**src/rtl/counter_pkg.sv**
```systemverilog
// Shared constants and helpers for the up/down counter family.
package counter_pkg;

  localparam logic CNT_UP   = 1'b1;
  localparam logic CNT_DOWN = 1'b0;

  // Widest counter the clamp helper supports.
  localparam int unsigned CLAMP_WIDTH = 32;

  // Clamp a requested load value into the legal range 0..max_count.
  function automatic logic [CLAMP_WIDTH-1:0] clamp_load(
    input logic [CLAMP_WIDTH-1:0] value,
    input logic [CLAMP_WIDTH-1:0] max_count
  );
    return (value > max_count) ? max_count : value;
  endfunction

endpackage

```
**src/rtl/updown_counter_mod_if.sv**
```systemverilog
// Control/status bundle between a counter user and updown_counter_mod.
interface updown_counter_mod_if #(
  parameter int unsigned WIDTH = 4
);

  logic             clear;
  logic             load;
  logic [WIDTH-1:0] load_value;
  logic             en;
  logic             up;
  logic [WIDTH-1:0] count;
  logic             tc;
  logic             wrap;

  modport master (
    output clear, load, load_value, en, up,
    input  count, tc, wrap
  );

  modport slave (
    input  clear, load, load_value, en, up,
    output count, tc, wrap
  );

endinterface

```
**src/rtl/tick_prescaler.sv**
```systemverilog
// Divides enabled cycles by PRESCALE; tick marks the last cycle of each period.
module tick_prescaler #(
  parameter int unsigned PRESCALE = 1
) (
  input  logic clk,
  input  logic reset_n,
  input  logic restart,
  input  logic en,
  output logic tick
);

  if (PRESCALE <= 1) begin : g_bypass
    // Every enabled cycle is a step; no state needed.
    logic unused_inputs;
    assign unused_inputs = ^{clk, reset_n, restart, en};
    assign tick          = 1'b1;
  end else begin : g_count
    localparam int unsigned PW = $clog2(PRESCALE);

    logic [PW-1:0] phase;

    assign tick = (phase == PW'(PRESCALE - 1));

    // Phase counter: restarts on clear/load, advances only while enabled.
    always_ff @(posedge clk or negedge reset_n) begin
      if (!reset_n) begin
        phase <= '0;
      end else if (restart) begin
        phase <= '0;
      end else if (en) begin
        phase <= tick ? '0 : phase + PW'(1);
      end
    end
  end

endmodule

```
**src/rtl/updown_counter_mod.sv**
```systemverilog
// WIDTH-bit up/down counter with modulus, wrap/saturate, load/clear and prescaler.
module updown_counter_mod
  import counter_pkg::*;
#(
  parameter int unsigned WIDTH    = 4,
  parameter int unsigned MODULO   = 16,
  parameter int unsigned WRAP     = 1,
  parameter int unsigned PRESCALE = 1
) (
  input  logic                 clk,
  input  logic                 reset_n,
  updown_counter_mod_if.slave  bus
);

  localparam logic [WIDTH-1:0] MAX_COUNT = WIDTH'(MODULO - 1);

  logic [WIDTH-1:0] count_q;
  logic [WIDTH-1:0] count_d;
  logic             wrap_q;
  logic             wrap_d;
  logic             tick;
  logic             restart;
  logic             step;
  logic             at_high;
  logic             at_low;
  logic             at_bound;

  assign restart = bus.clear | bus.load;

  tick_prescaler #(
    .PRESCALE (PRESCALE)
  ) u_prescaler (
    .clk     (clk),
    .reset_n (reset_n),
    .restart (restart),
    .en      (bus.en),
    .tick    (tick)
  );

  // Bound in the current direction; compared before any +1/-1 so no overflow.
  assign at_high  = (bus.up == CNT_UP)   && (count_q == MAX_COUNT);
  assign at_low   = (bus.up == CNT_DOWN) && (count_q == '0);
  assign at_bound = at_high | at_low;

  // clear and load both pre-empt a step in the same cycle.
  assign step = bus.en & tick & ~restart;

  assign bus.count = count_q;
  assign bus.wrap  = wrap_q;
  assign bus.tc    = at_bound;

  // Next-state mux: clear > load > step.
  always_comb begin
    count_d = count_q;
    wrap_d  = 1'b0;
    if (bus.clear) begin
      count_d = '0;
    end else if (bus.load) begin
      count_d = WIDTH'(clamp_load(CLAMP_WIDTH'(bus.load_value), CLAMP_WIDTH'(MAX_COUNT)));
    end else if (step) begin
      wrap_d = at_bound;
      if (at_bound) begin
        if (WRAP != 0) begin
          count_d = (bus.up == CNT_UP) ? '0 : MAX_COUNT;
        end
      end else if (bus.up == CNT_UP) begin
        count_d = count_q + WIDTH'(1);
      end else begin
        count_d = count_q - WIDTH'(1);
      end
    end
  end

  // Count and wrap-pulse registers.
  always_ff @(posedge clk or negedge reset_n) begin
    if (!reset_n) begin
      count_q <= '0;
      wrap_q  <= 1'b0;
    end else begin
      count_q <= count_d;
      wrap_q  <= wrap_d;
    end
  end

endmodule

```
**src/flat_wrapper.sv**
```systemverilog
// flat-port wrapper written by rule: the top's interface ports become plain ports
module updown_counter_mod_flat import counter_pkg::*;
#(
  parameter int unsigned WIDTH    = 4,
  parameter int unsigned MODULO   = 16,
  parameter int unsigned WRAP     = 1,
  parameter int unsigned PRESCALE = 1
)
  (clk, reset_n, bus_clear, bus_load, bus_load_value, bus_en, bus_up, bus_count, bus_tc, bus_wrap);
  updown_counter_mod_if #(.WIDTH(WIDTH)) bus_i ();
  input  logic clk;
  input  logic reset_n;
  input wire logic [$bits(bus_i.clear)-1:0] bus_clear;
  input wire logic [$bits(bus_i.load)-1:0] bus_load;
  input wire logic [$bits(bus_i.load_value)-1:0] bus_load_value;
  input wire logic [$bits(bus_i.en)-1:0] bus_en;
  input wire logic [$bits(bus_i.up)-1:0] bus_up;
  output wire logic [$bits(bus_i.count)-1:0] bus_count;
  output wire logic [$bits(bus_i.tc)-1:0] bus_tc;
  output wire logic [$bits(bus_i.wrap)-1:0] bus_wrap;
  assign bus_i.clear = bus_clear;
  assign bus_i.load = bus_load;
  assign bus_i.load_value = bus_load_value;
  assign bus_i.en = bus_en;
  assign bus_i.up = bus_up;
  assign bus_count = bus_i.count;
  assign bus_tc = bus_i.tc;
  assign bus_wrap = bus_i.wrap;
  updown_counter_mod #(.WIDTH(WIDTH), .MODULO(MODULO), .WRAP(WRAP), .PRESCALE(PRESCALE)) u_core (.clk(clk), .reset_n(reset_n), .bus(bus_i));
endmodule
```
**config.mk**
```make
export PLATFORM = sky130hd
export DESIGN_NAME = updown_counter_mod_flat
export DESIGN_NICKNAME = d
export VERILOG_FILES = /design/src/rtl/counter_pkg.sv /design/src/rtl/updown_counter_mod_if.sv /design/src/rtl/tick_prescaler.sv /design/src/rtl/updown_counter_mod.sv /design/src/flat_wrapper.sv
export SDC_FILE = /design/constraint.sdc
export NUM_CORES = 1
export LEC_CHECK = 0
export ABC_CLOCK_PERIOD_IN_PS = 1600
export BUFFER_PORTS_ARGS = -buffer_cell sky130_fd_sc_hd__buf_2
export CAP_MARGIN = 40
export CORE_AREA = 2 2 39 41
export CTS_CLUSTER_DIAMETER = 150
export DETAILED_ROUTE_END_ITERATION = 6
export DIE_AREA = 0 0 41 43
export MAX_ROUTING_LAYER = met4
export PLACE_DENSITY = 0.64
export SKIP_CTS_REPAIR_TIMING = 1
export SYNTH_ARGS = -nofsm -noshare
export SYNTH_HDL_FRONTEND = slang
export SYNTH_SLANG_ARGS = --single-unit
```
**constraint.sdc**
```tcl
create_clock -name clk -period 1.6 [get_ports clk]
set_input_delay 0.16 -clock clk [delete_from_list [all_inputs] [get_ports clk]]
set_output_delay 0.16 -clock clk [all_outputs]
set_load 0.01 [all_outputs]
```
==> impl_metrics.tcl <==
set metrics [dict create \
    syn_inst 46 \
    avgSynthCellArea_um2 8.89 \
    num_io_pins 16 \
    period_minus_slack_ps 1680 \
    synthesis.area_um2 409 \
    clk_latency_ps 250 \
    cts_sinks 5 \
    hold_start "bus_clear" \
    critPathKind "reg -> out" \
    fp.dieW_um 41 \
    finalWirelength_mm 1.01 \
    portBuffers 15 \
    synth_top_area_share_pct 30.6 \
    fin_crit_sh_pct 105 \
    grt_max_degree 11 \
    end_kind "output pin" \
    max_freq_mhz 594 \
    r2r_end "u_core.bus.count[1]$_DFFE_PN0P_" \
    synth_area_leaders "dfrtp_1 (31%), a21oi_1 (6.1%), ha_1 (6.1%)" \
    grt_pass1_wl_mm 1.55 \
    stdcell_area_um2 597 \
    drtIter0Drc 5 \
    worst_slew_pin_slew_ps 194 \
    ys_warn_count 0 \
    die-area_um2 1760 \
    yosys-top-cells-count "a21oi_1 (5), dfrtp_1 (5), inv_1 (5)" \
    maxSlewViolCount 0 \
    layout.nets 85 \
    timing.rr.start "u_core.bus.count[1]$_DFFE_PN0P_" \
    reg2reg_depth 6 \
    synth_ff_type "dfrtp_1" \
    gp_congestion 0.835 \
    synthArstFlopShare_pct 100 \
    syn-num-nets 59 \
    ir_drop_v 0.000211 \
    grt_pass1_vias 356 \
    vias 415 \
    worstHoldEndpoint "u_core.bus.count[2]$_DFFE_PN0P_" \
    setup_ws_ps -83.1 \
    whs_ps 134 \
    h-tree-depth 1 \
    setup_viol 2 \
    critPathRequiredTime_ps 1440 \
    ys_seq_area_share_pct 30.6 \
    maxCapViolations 0 \
    synth-edff-count 0 \
    layout-drive-gt1-share_pct 47.9 \
    skew_ps 0.948 \
    ys_seq_elements 5 \
    drc_errors 0 \
    dpl-instance-area_um2 520 \
    worstPathArrival_ps 1520 \
    violations "setup timing" \
    coreArea_um2 1380 \
    gr-total-overflow 0 \
    cts_buffers 3 \
    rsz0062_at_grt "true" \
    dp_hpwl_um 764 \
    crit_fanout 3 \
    start_util_pct 29.6 \
    power_per_cell_area_nw_per_um2 767 \
    first_pass_iters 6 \
    wire_per_inst_um 11.6 \
    critPathLaunchType "flip-flop" \
    root_buffer "clkbuf_4" \
    track_usage_pct 13.5 \
    status "finished with violations" \
    via_per_inst 4.77 \
    finalHoldViolations 0 \
    power.total_uw 458 \
    rows 14 \
    leakage_uw 0.000303 \
    syn_to_final_growth_pct 45.9 \
    grt_antenna_before_repair 0 \
    synthDistinctLibCells 24 \
    ant_nets 0 \
    yosys.area.top_type "dfrtp_1" \
    clockBufferDepth 2 \
    rrSetupSlack_ps -40 \
    die_h_um 43 \
    n_antenna_cell 0 \
    relSlewSlack_pct 87.1 \
    hold_path.class "in -> reg" \
    cts_tree "done" \
    min_path_cells 2 \
    clk_pin_slew_ps 50 \
]
## logic make-up (layout without fill, tap and decap cells)
| group | Yosys count | after routing | synth area share (%) |
|---|---|---|---|
| adders and majority gates | 3 | 3 | 11.0 |
| and+or+nand+nor | 15 | 15 | 22.6 |
| DFF | 5 | 5 | 30.6 |
| buffers and inverters | 6 | 31 | 6.42 |
| AOI/OAI and AO/OA | 13 | 13 | 20.8 |
| xor gates and xnor gates | 4 | 4 | 8.56 |
## layer usage
layer | track usage [%] | up-vias | part of all wire (%)
li1 | - | 212 | -
met1 | 18.8 | 188 | 44
met2 | 17.2 | 11 | 49
met3 | 0 | 4 | 2.5
met4 | 12.0 | 0 | 4.2
met5 | - | - | 0
## power by group
part | total [µW] | internal (µW) | switching [µW]
registers | 143 | 137 | 6.38
clock network | 156 | 94.9 | 60.7
logic | 159 | 80.8 | 78.6
total | 458 | 312 | 146
## worst max-delay path: stages (launching register included)
cell and delay, ps:
dfrtp_2 410, or4_4 530, nand2b_4 170, nand2_2 60
buf_6 100
## metrics by stage
stage / instances / setup TNS [ps] / worst slack, ps / util [%]
3_5_place_dp: 79 / 0 / 29.9 / 37.6
2_1_floorplan: 46 / 0 / 63.6 / -
6_report: 87 / -123 / -83.1 / 43.1
4_1_cts: 83 / -167 / -167 / 39.5
5_1_grt: 87 / -294 / -127 / 43.1
3_3_place_gp: 79 / 0 / 65.6 / 37.6
## cell type report
class | count | area [µm²]
well taps | 16 | 20.0
multi-input cells | 35 | 268
inverters | 5 | 18.8
fillers | 153 | 787
repair buffers | 22 | 136
clock buffers | 4 | 26.3
flip-flops and latches | 5 | 128
## layout by cell type, fill, tap and decap left out, types with 2 or more instances in the layout
cell type,netlist,routed
inv_1,5,5
nor3_1,2,2
buf_2,0,14
clkbuf_4,0,3
nand2_1,3,2
a21oi_2,1,3
o21ai_0,3,3
dfrtp_2,0,2
xor2_1,2,2
buf_4,1,6
ha_1,2,2
xnor2_1,2,2
a21oi_1,5,3
nor2_1,3,3
dfrtp_1,5,3
## worst max-delay path by stage
stage / startpoint / to
after floorplan: u_core.bus.count[0]$_DFFE_PN0P_ / u_core.bus.count[1]$_DFFE_PN0P_
after global placement: u_core.bus.count[1]$_DFFE_PN0P_ / u_core.bus.count[1]$_DFFE_PN0P_
after detailed placement: u_core.bus.count[1]$_DFFE_PN0P_ / u_core.bus.count[1]$_DFFE_PN0P_
after CTS: u_core.bus.count[1]$_DFFE_PN0P_ / bus_tc
after global routing: u_core.bus.count[3]$_DFFE_PN0P_ / bus_tc
final: u_core.bus.count[1]$_DFFE_PN0P_ / bus_tc
## state kept, by name, indices dropped and copies added, names as in the netlist
name,cells
u_core.bus.count,4
u_core.bus.wrap,1
(Power assumes the default switching activity.)
